`config.mk`:
```
export PLATFORM = sky130hd
export DESIGN_NAME = decode_flat
export DESIGN_NICKNAME = d
export VERILOG_FILES = /design/src/rtl/pipeline_pkg.sv /design/src/rtl/decode_if.sv /design/src/rtl/regfile.sv /design/src/rtl/decode.sv /design/src/flat_wrapper.sv
export SDC_FILE = /design/constraint.sdc
export NUM_CORES = 2
export LEC_CHECK = 0
export ABC_AREA = 0
export BUFFER_PORTS_ARGS = -buffer_cell sky130_fd_sc_hd__buf_2
export CORE_MARGIN = 3
export CORE_UTILIZATION = 56
export CTS_CLUSTER_SIZE = 24
export DETAILED_ROUTE_END_ITERATION = 16
export PLACE_DENSITY = 0.77
export SYNTH_ARGS = -nofsm -noshare
export SYNTH_HDL_FRONTEND = slang
export SYNTH_SLANG_ARGS = --single-unit
```
`constraint.sdc`:
```
create_clock -name clock -period 3.35 [get_ports clock]
set_clock_uncertainty 0.15 [all_clocks]
set_input_delay 0 -clock clock [delete_from_list [all_inputs] [get_ports clock]]
set_output_delay 0 -clock clock [all_outputs]
set_load 0.05 [all_outputs]
```
`src/rtl/pipeline_pkg.sv`:
```
// Shared pipeline definitions: opcodes, ALU operation codes and the ID/EX
// control bundle, plus the opcode-to-control decode used by the ID stage.
`ifndef ADDRESS_SIZE
`define ADDRESS_SIZE 32
`endif
`ifndef DATA_SIZE
`define DATA_SIZE 32
`endif

package pipeline_pkg;

  typedef logic [5:0] opcode_t;

  localparam opcode_t OP_RTYPE = 6'h00;
  localparam opcode_t OP_ADDI  = 6'h08;
  localparam opcode_t OP_LW    = 6'h23;
  localparam opcode_t OP_SW    = 6'h2B;
  localparam opcode_t OP_BEQ   = 6'h04;
  localparam opcode_t OP_BNE   = 6'h05;
  localparam opcode_t OP_J     = 6'h02;

  localparam logic [3:0] ALU_NOP   = 4'd0;
  localparam logic [3:0] ALU_FUNCT = 4'd1;
  localparam logic [3:0] ALU_ADD   = 4'd2;
  localparam logic [3:0] ALU_SUB   = 4'd3;

  typedef struct packed {
    logic       reg_write;
    logic       mem_read;
    logic       mem_write;
    logic       alu_src;
    logic       reg_dst;
    logic [3:0] alu_op;
  } ctrl_t;

  localparam ctrl_t CTRL_BUBBLE = '0;

  // J is fully resolved in ID, so it carries no work into EX.
  function automatic ctrl_t decode_ctrl(input opcode_t op, input logic ir_zero);
    ctrl_t c;
    c = CTRL_BUBBLE;
    if (!ir_zero) begin
      case (op)
        OP_RTYPE: begin c.reg_write = 1'b1; c.reg_dst = 1'b1; c.alu_op = ALU_FUNCT; end
        OP_ADDI:  begin c.reg_write = 1'b1; c.alu_src = 1'b1; c.alu_op = ALU_ADD; end
        OP_LW:    begin c.reg_write = 1'b1; c.mem_read = 1'b1; c.alu_src = 1'b1; c.alu_op = ALU_ADD; end
        OP_SW:    begin c.mem_write = 1'b1; c.alu_src = 1'b1; c.alu_op = ALU_ADD; end
        OP_BEQ,
        OP_BNE:   c.alu_op = ALU_SUB;
        default:  c = CTRL_BUBBLE;
      endcase
    end
    return c;
  endfunction

endpackage

```
`src/rtl/decode_if.sv`:
```
// IF/ID inputs, writeback port, and the registered ID/EX outputs of decode.
interface decode_if
  import pipeline_pkg::*;
#(
  parameter int ADDRESS_SIZE = `ADDRESS_SIZE,
  parameter int DATA_SIZE    = `DATA_SIZE
);
  logic [ADDRESS_SIZE-1:0] IF_ID_nextPC;
  logic [DATA_SIZE-1:0]    IF_ID_IR;
  logic                    ex_stall_c;
  logic                    mem_stall_c;
  logic                    wb_write_enable;
  logic [4:0]              wb_write_reg;
  logic [DATA_SIZE-1:0]    wb_write_data;

  logic                    id_stall_c;
  logic                    branch_c;
  logic [ADDRESS_SIZE-1:0] branch_pc;
  logic [ADDRESS_SIZE-1:0] ID_EX_nextPC;
  logic [DATA_SIZE-1:0]    ID_EX_rs_data;
  logic [DATA_SIZE-1:0]    ID_EX_rt_data;
  logic [DATA_SIZE-1:0]    ID_EX_imm;
  logic [4:0]              ID_EX_rs;
  logic [4:0]              ID_EX_rt;
  logic [4:0]              ID_EX_rd;
  ctrl_t                   ID_EX_ctrl;

  modport master (
    output IF_ID_nextPC, IF_ID_IR, ex_stall_c, mem_stall_c,
           wb_write_enable, wb_write_reg, wb_write_data,
    input  id_stall_c, branch_c, branch_pc, ID_EX_nextPC, ID_EX_rs_data,
           ID_EX_rt_data, ID_EX_imm, ID_EX_rs, ID_EX_rt, ID_EX_rd, ID_EX_ctrl
  );

  modport slave (
    input  IF_ID_nextPC, IF_ID_IR, ex_stall_c, mem_stall_c,
           wb_write_enable, wb_write_reg, wb_write_data,
    output id_stall_c, branch_c, branch_pc, ID_EX_nextPC, ID_EX_rs_data,
           ID_EX_rt_data, ID_EX_imm, ID_EX_rs, ID_EX_rt, ID_EX_rd, ID_EX_ctrl
  );
endinterface

```
`src/rtl/regfile.sv`:
```
// 32-entry register file, two combinational read ports and one write port;
// a same-cycle write to the addressed register is forwarded to the reader.
module regfile
  import pipeline_pkg::*;
#(
  parameter int DATA_SIZE = `DATA_SIZE
) (
  input  logic                 clock,
  input  logic                 reset_n,
  input  logic [4:0]           rs_addr,
  input  logic [4:0]           rt_addr,
  output logic [DATA_SIZE-1:0] rs_data,
  output logic [DATA_SIZE-1:0] rt_data,
  input  logic                 we,
  input  logic [4:0]           wr_addr,
  input  logic [DATA_SIZE-1:0] wr_data
);
  logic [DATA_SIZE-1:0] mem_q [32];
  logic [DATA_SIZE-1:0] mem_d [32];
  logic                 wr_ok;

  always_comb begin
    wr_ok = we && (wr_addr != 5'd0);
    mem_d = mem_q;
    if (wr_ok) mem_d[wr_addr] = wr_data;
  end

  always_ff @(posedge clock or negedge reset_n) begin
    if (!reset_n) begin
      for (int i = 0; i < 32; i++) mem_q[i] <= '0;
    end else begin
      mem_q <= mem_d;
    end
  end

  always_comb begin
    rs_data = mem_q[rs_addr];
    if (wr_ok && (wr_addr == rs_addr)) rs_data = wr_data;
    if (rs_addr == 5'd0) rs_data = '0;
    rt_data = mem_q[rt_addr];
    if (wr_ok && (wr_addr == rt_addr)) rt_data = wr_data;
    if (rt_addr == 5'd0) rt_data = '0;
  end
endmodule

```
`src/rtl/decode.sv`:
```
// Instruction decode stage: control decode, load-use/branch hazard stalls,
// branch/jump resolution with one-slot squash, and the ID/EX register.
module decode
  import pipeline_pkg::*;
#(
  parameter int ADDRESS_SIZE = `ADDRESS_SIZE,
  parameter int DATA_SIZE    = `DATA_SIZE
) (
  input logic     clock,
  input logic     reset_n,
  decode_if.slave bus
);
  logic [5:0]              opcode;
  logic [4:0]              rs, rt;
  logic [15:0]             imm16;
  logic [DATA_SIZE-1:0]    rs_data, rt_data;
  ctrl_t                   ctrl_dec;
  logic                    uses_rs, uses_rt, is_branch, is_jump, taken;
  logic                    load_use, branch_haz, down_stall;
  logic [ADDRESS_SIZE-1:0] br_target;

  logic [ADDRESS_SIZE-1:0] next_pc_q, next_pc_d;
  logic [DATA_SIZE-1:0]    rs_data_q, rs_data_d, rt_data_q, rt_data_d, imm_q, imm_d;
  logic [4:0]              rs_q, rs_d, rt_q, rt_d, rd_q, rd_d;
  ctrl_t                   ctrl_q, ctrl_d;
  logic                    squash_q, squash_d;
  logic                    id_stall, branch;

  regfile #(.DATA_SIZE(DATA_SIZE)) u_regfile (
    .clock   (clock),
    .reset_n (reset_n),
    .rs_addr (rs),
    .rt_addr (rt),
    .rs_data (rs_data),
    .rt_data (rt_data),
    .we      (bus.wb_write_enable),
    .wr_addr (bus.wb_write_reg),
    .wr_data (bus.wb_write_data)
  );

  always_comb begin
    opcode     = bus.IF_ID_IR[31:26];
    rs         = bus.IF_ID_IR[25:21];
    rt         = bus.IF_ID_IR[20:16];
    imm16      = bus.IF_ID_IR[15:0];
    ctrl_dec   = decode_ctrl(opcode, bus.IF_ID_IR == '0);
    is_branch  = (opcode == OP_BEQ) || (opcode == OP_BNE);
    is_jump    = (opcode == OP_J);
    // Every decoded opcode except J reads rs; J decodes to a bubble ctrl.
    uses_rs    = (ctrl_dec != CTRL_BUBBLE);
    uses_rt    = ((opcode == OP_RTYPE) && uses_rs) || (opcode == OP_SW) || is_branch;
    taken      = is_jump || ((opcode == OP_BEQ) && (rs_data == rt_data))
                         || ((opcode == OP_BNE) && (rs_data != rt_data));
    br_target  = bus.IF_ID_nextPC + {{(ADDRESS_SIZE-16){imm16[15]}}, imm16};
    load_use   = ctrl_q.mem_read && (rt_q != 5'd0) &&
                 ((uses_rs && (rt_q == rs)) || (uses_rt && (rt_q == rt)));
    branch_haz = is_branch && ctrl_q.reg_write && (rd_q != 5'd0) &&
                 ((rd_q == rs) || (rd_q == rt));
    down_stall = bus.ex_stall_c || bus.mem_stall_c;
  end

  always_comb begin
    next_pc_d = next_pc_q;
    rs_data_d = rs_data_q;
    rt_data_d = rt_data_q;
    imm_d     = imm_q;
    rs_d      = rs_q;
    rt_d      = rt_q;
    rd_d      = rd_q;
    ctrl_d    = ctrl_q;
    squash_d  = squash_q;
    id_stall  = 1'b0;
    branch    = 1'b0;
    if (!down_stall) begin
      if (squash_q || load_use || branch_haz) begin
        next_pc_d = '0;
        rs_data_d = '0;
        rt_data_d = '0;
        imm_d     = '0;
        rs_d      = '0;
        rt_d      = '0;
        rd_d      = '0;
        ctrl_d    = CTRL_BUBBLE;
        squash_d  = 1'b0;
        id_stall  = !squash_q;
      end else begin
        next_pc_d = bus.IF_ID_nextPC;
        rs_data_d = rs_data;
        rt_data_d = rt_data;
        imm_d     = {{(DATA_SIZE-16){imm16[15]}}, imm16};
        rs_d      = rs;
        rt_d      = rt;
        rd_d      = ctrl_dec.reg_dst ? bus.IF_ID_IR[15:11] : rt;
        ctrl_d    = ctrl_dec;
        branch    = taken;
        squash_d  = taken;
      end
    end
  end

  // ID/EX register boundary
  always_ff @(posedge clock or negedge reset_n) begin
    if (!reset_n) begin
      next_pc_q <= '0;
      rs_data_q <= '0;
      rt_data_q <= '0;
      imm_q     <= '0;
      rs_q      <= '0;
      rt_q      <= '0;
      rd_q      <= '0;
      ctrl_q    <= CTRL_BUBBLE;
      squash_q  <= 1'b0;
    end else begin
      next_pc_q <= next_pc_d;
      rs_data_q <= rs_data_d;
      rt_data_q <= rt_data_d;
      imm_q     <= imm_d;
      rs_q      <= rs_d;
      rt_q      <= rt_d;
      rd_q      <= rd_d;
      ctrl_q    <= ctrl_d;
      squash_q  <= squash_d;
    end
  end

  assign bus.id_stall_c    = id_stall;
  assign bus.branch_c      = branch;
  assign bus.branch_pc     = is_jump ? {bus.IF_ID_nextPC[ADDRESS_SIZE-1:26], bus.IF_ID_IR[25:0]}
                                     : br_target;
  assign bus.ID_EX_nextPC  = next_pc_q;
  assign bus.ID_EX_rs_data = rs_data_q;
  assign bus.ID_EX_rt_data = rt_data_q;
  assign bus.ID_EX_imm     = imm_q;
  assign bus.ID_EX_rs      = rs_q;
  assign bus.ID_EX_rt      = rt_q;
  assign bus.ID_EX_rd      = rd_q;
  assign bus.ID_EX_ctrl    = ctrl_q;
endmodule

```
`src/flat_wrapper.sv`:
```
// flat-port wrapper written by rule: the top's interface ports become plain ports
module decode_flat import pipeline_pkg::*;
#(
  parameter int ADDRESS_SIZE = `ADDRESS_SIZE,
  parameter int DATA_SIZE    = `DATA_SIZE
)
  (clock, reset_n, bus_IF_ID_nextPC, bus_IF_ID_IR, bus_ex_stall_c, bus_mem_stall_c, bus_wb_write_enable, bus_wb_write_reg, bus_wb_write_data, bus_id_stall_c, bus_branch_c, bus_branch_pc, bus_ID_EX_nextPC, bus_ID_EX_rs_data, bus_ID_EX_rt_data, bus_ID_EX_imm, bus_ID_EX_rs, bus_ID_EX_rt, bus_ID_EX_rd, bus_ID_EX_ctrl);
  decode_if #(.ADDRESS_SIZE(ADDRESS_SIZE), .DATA_SIZE(DATA_SIZE)) bus_i ();
  input logic clock;
  input logic reset_n;
  input wire logic [$bits(bus_i.IF_ID_nextPC)-1:0] bus_IF_ID_nextPC;
  input wire logic [$bits(bus_i.IF_ID_IR)-1:0] bus_IF_ID_IR;
  input wire logic [$bits(bus_i.ex_stall_c)-1:0] bus_ex_stall_c;
  input wire logic [$bits(bus_i.mem_stall_c)-1:0] bus_mem_stall_c;
  input wire logic [$bits(bus_i.wb_write_enable)-1:0] bus_wb_write_enable;
  input wire logic [$bits(bus_i.wb_write_reg)-1:0] bus_wb_write_reg;
  input wire logic [$bits(bus_i.wb_write_data)-1:0] bus_wb_write_data;
  output wire logic [$bits(bus_i.id_stall_c)-1:0] bus_id_stall_c;
  output wire logic [$bits(bus_i.branch_c)-1:0] bus_branch_c;
  output wire logic [$bits(bus_i.branch_pc)-1:0] bus_branch_pc;
  output wire logic [$bits(bus_i.ID_EX_nextPC)-1:0] bus_ID_EX_nextPC;
  output wire logic [$bits(bus_i.ID_EX_rs_data)-1:0] bus_ID_EX_rs_data;
  output wire logic [$bits(bus_i.ID_EX_rt_data)-1:0] bus_ID_EX_rt_data;
  output wire logic [$bits(bus_i.ID_EX_imm)-1:0] bus_ID_EX_imm;
  output wire logic [$bits(bus_i.ID_EX_rs)-1:0] bus_ID_EX_rs;
  output wire logic [$bits(bus_i.ID_EX_rt)-1:0] bus_ID_EX_rt;
  output wire logic [$bits(bus_i.ID_EX_rd)-1:0] bus_ID_EX_rd;
  output wire logic [$bits(bus_i.ID_EX_ctrl)-1:0] bus_ID_EX_ctrl;
  assign bus_i.IF_ID_nextPC = bus_IF_ID_nextPC;
  assign bus_i.IF_ID_IR = bus_IF_ID_IR;
  assign bus_i.ex_stall_c = bus_ex_stall_c;
  assign bus_i.mem_stall_c = bus_mem_stall_c;
  assign bus_i.wb_write_enable = bus_wb_write_enable;
  assign bus_i.wb_write_reg = bus_wb_write_reg;
  assign bus_i.wb_write_data = bus_wb_write_data;
  assign bus_id_stall_c = bus_i.id_stall_c;
  assign bus_branch_c = bus_i.branch_c;
  assign bus_branch_pc = bus_i.branch_pc;
  assign bus_ID_EX_nextPC = bus_i.ID_EX_nextPC;
  assign bus_ID_EX_rs_data = bus_i.ID_EX_rs_data;
  assign bus_ID_EX_rt_data = bus_i.ID_EX_rt_data;
  assign bus_ID_EX_imm = bus_i.ID_EX_imm;
  assign bus_ID_EX_rs = bus_i.ID_EX_rs;
  assign bus_ID_EX_rt = bus_i.ID_EX_rt;
  assign bus_ID_EX_rd = bus_i.ID_EX_rd;
  assign bus_ID_EX_ctrl = bus_i.ID_EX_ctrl;
  decode #(.ADDRESS_SIZE(ADDRESS_SIZE), .DATA_SIZE(DATA_SIZE)) u_core (.clock(clock), .reset_n(reset_n), .bus(bus_i));
endmodule
```
==> impl_metrics.json <==
{
  "pre_cts_ws_ps": -1300,
  "yosysTopAreaCell": "sky130_fd_sc_hd__dfrtp_1",
  "hp-start": "bus_wb_write_enable",
  "route.detailed.drc": 0,
  "dp.final_hpwl_mm": 152,
  "worstPathMaxFanout": 2,
  "start_util_pct": 57.0,
  "detail-route-antenna-nets": 0,
  "place.gp.congestion": 1.00,
  "synthFlopType": "sky130_fd_sc_hd__dfrtp_1",
  "port_buffer_count": 289,
  "layout_setup_ws_ps": -1460,
  "p_leak_nw": 35.5,
  "chipWidth_um": 343,
  "synthArstFlopShare_pct": 100,
  "detailedRoute.firstIterationViolations": 6453,
  "top_level_ports": 292,
  "cp_endpoint_kind": "primary output",
  "setup_violations": 5,
  "postSynthAreaPerCell_um2": 13.4,
  "antenna_violations_before_repair": 17,
  "core_region_area_um2": 112000,
  "area_of_the_multi_input_gates_um2": 32500,
  "cap_violations": 0,
  "clock_tree_from_tritoncts": "done",
  "cts.sink_count": 1159,
  "grt.overflow.total": 0,
  "slew_headroom_pct": 31.8,
  "timing_worst_setup_path_type": "flip-flop to primary output",
  "measured_slew_at_the_worst_slew_check_pin_ps": 1020,
  "dr_total_vias": 51476,
  "clk_latency_ps": 740,
  "firstDrtPassIters": 9,
  "cts-root-buf": "sky130_fd_sc_hd__clkbuf_16",
  "worst_case_clock_buffer_depth": 3,
  "finalNetCount": 5831,
  "r2r_start": "u_core.u_regfile.mem_q[29]$_DFFE_PN0P_",
  "synth.distinct_cells": 79,
  "worst_hold_slack_ps": 20.1,
  "violations": "negative setup slack",
  "area_of_the_die_um2": 118000,
  "hold_viol": 0,
  "synthesis.instances": 4754,
  "worst_setup_path_start_kind": "flip-flop",
  "fin_util_pct": 70.4,
  "ys_seq_elements": 1159,
  "synth_edf_count": 0,
  "gr-usage-all-layers_pct": 40.6,
  "htree_levels": 3,
  "drt-vias-per-instance": 7.06,
  "clk_transition_reported_paths_ps": 60,
  "post-route-min-period_ps": 4810,
  "tritoncts_buffer_count": 119,
  "total_negative_slack_ps": -2320,
  "total_wirelength_of_the_detailed_routed_design_mm": 241,
  "commonest_non_fill_non_tap_cells_in_the_layout": "1159 x sky130_fd_sc_hd__dfrtp_1, 986 x sky130_fd_sc_hd__mux2_2, 777 x sky130_fd_sc_hd__buf_4",
  "wl_per_cell_um": 33.0,
  "synth_warnings": 0,
  "netlist.area_leader.share_pct": 45.6,
  "drive_above_1_share_pct": 49.9,
  "flow.area_growth_from_synthesis_pct": 23.6,
  "die_height_um": 343,
  "grt_pass1_vias": 52377,
  "required_ps": 3200,
  "worst_hold_path_type": "input port to flip-flop",
  "status": "finished, violations left",
  "grt_first_pass_wirelength_mm": 350,
  "total_power_w": 0.0458,
  "num_rows": 122,
  "yosysSeqAreaShare_pct": 45.6,
  "vdd_drop_max_mv": 0.460,
  "worst_setup_path_startpoint": "u_core.u_regfile.mem_q[29]$_DFFE_PN0P_",
  "pin_count_of_the_biggest_net_entering_global_routing": 116,
  "final_common_cell": "sky130_fd_sc_hd__dfrtp_1",
  "wp_data_arrival_ps": 4660,
  "rsz0062_at_grt": "true",
  "mappedNetlistArea_um2": 63600,
  "synthTopCellsByArea": "sky130_fd_sc_hd__dfrtp_1 46%, sky130_fd_sc_hd__mux2_2 17%, sky130_fd_sc_hd__mux4_2 16%",
  "nFillCells": 7140,
  "regArea_um2": 29000,
  "max_clock_freq_mhz": 208,
  "final.period_utilization_pct": 143,
  "final_max_slew_viol_count": 0,
  "power_density_nw_per_um2": 583
}
-- metal layers --
layer	track usage, %	routed length, µm
met1	50.4	82000
met2	59.4	104000
met5	1.10	319
met4	26.7	19900
met3	15.7	34800
-- registers in the layout, summed over array words and instances (netlist names) --
signal	flops
u_core.bus.ID_EX_rd	5
u_core.bus.ID_EX_nextPC	32
u_core.squash_q	1
u_core.u_regfile.mem_q	1024
u_core.bus.ID_EX_rs	5
u_core.bus.ID_EX_rs_data	32
u_core.bus.ID_EX_rt_data	32
u_core.bus.ID_EX_imm	16
u_core.bus.ID_EX_rt	5
u_core.bus.ID_EX_ctrl	7
-- cell type report --
class                      instances  share of cell area (%)
antenna                           10                  0.0319
clock buffer                     169                    4.36
clock inverter                    52                   0.972
inverter                          21                   0.100
multi-input combinational       3075                    41.4
sequential                      1159                    36.9
tap                             1488                    2.37
timing repair buffer            1317                    13.8
-- through the flow --
step	cells	instance area, µm²
5_1_grt	7282	78500
4_1_cts	7274	78200
2_1_floorplan	4755	63600
6_report	7291	78600
3_5_place_dp	6882	72100
3_3_place_gp	6882	72100
-- cell usage after synthesis, types with 40 or more instances --
cell	count
sky130_fd_sc_hd__a21oi_1	87
sky130_fd_sc_hd__nor2_1	94
sky130_fd_sc_hd__buf_2	59
sky130_fd_sc_hd__mux2i_1	247
sky130_fd_sc_hd__mux2_2	986
sky130_fd_sc_hd__xnor2_1	40
sky130_fd_sc_hd__a22oi_1	81
sky130_fd_sc_hd__nand2_1	322
sky130_fd_sc_hd__mux4_2	444
sky130_fd_sc_hd__o22ai_1	79
sky130_fd_sc_hd__clkbuf_1	335
sky130_fd_sc_hd__o21ai_0	170
sky130_fd_sc_hd__dfrtp_1	1159
-- critical path: stages, from the launching register on --
cell and delay (ps):
sky130_fd_sc_hd__dfrtp_1 380, sky130_fd_sc_hd__mux4_2 480, sky130_fd_sc_hd__mux4_2 530, sky130_fd_sc_hd__and3_4 210
sky130_fd_sc_hd__a221o_1 340, sky130_fd_sc_hd__xnor2_2 360, sky130_fd_sc_hd__nand4_1 240, sky130_fd_sc_hd__nor4bb_1 310
sky130_fd_sc_hd__nand4b_1 240, sky130_fd_sc_hd__nor4_4 260, sky130_fd_sc_hd__mux2i_2 310, sky130_fd_sc_hd__o21ai_2 110
sky130_fd_sc_hd__buf_6 160
-- timing repair --
action,CTS,global route
buffers inserted,8,12
hold buffers,167,0
endpoints found under the hold margin,2258,0
setup endpoints to repair,11,17
resized for setup,40,56
pin swaps,19,33
-- where the power goes --
part | total (W) | switching (W) | internal, W
Clock | 0.0143 | 0.00592 | 0.00842
Combinational | 0.0128 | 0.00641 | 0.00642
Sequential | 0.0186 | 0.00202 | 0.0166
Total | 0.0458 | 0.0143 | 0.0314
-- final timing paths --
check	end	slack (ps)	depth (start not counted)
hold reg to reg	u_core.u_regfile.mem_q[992]$_DFFE_PN0P_	250	0
setup / recovery	bus_branch_c	-1460	12
hold / removal	u_core.u_regfile.mem_q[542]$_DFFE_PN0P_	20	4
min in group asynchronous	u_core.u_regfile.mem_q[469]$_DFFE_PN0P_	410	4
setup reg to reg	u_core.squash_q$_DFFE_PN0P_	-750	12
max in group asynchronous	u_core.u_regfile.mem_q[295]$_DFFE_PN0P_	1990	5
-- logic make-up after synthesis --
logic type | count (synthesis) | share of synthesized area, %
AO/OA/AOI/OAI | 644 | 6.56
XOR/XNOR | 72 | 0.992
adder cells (fa/ha/maj) | 32 | 0.642
buffers and inverters | 521 | 4.20
flip-flops | 1159 | 45.6
multiplexers | 1685 | 37.2
other | 1 | 0.00590
AND/OR/NAND/NOR | 640 | 4.74
(Power assumes the default switching activity.)
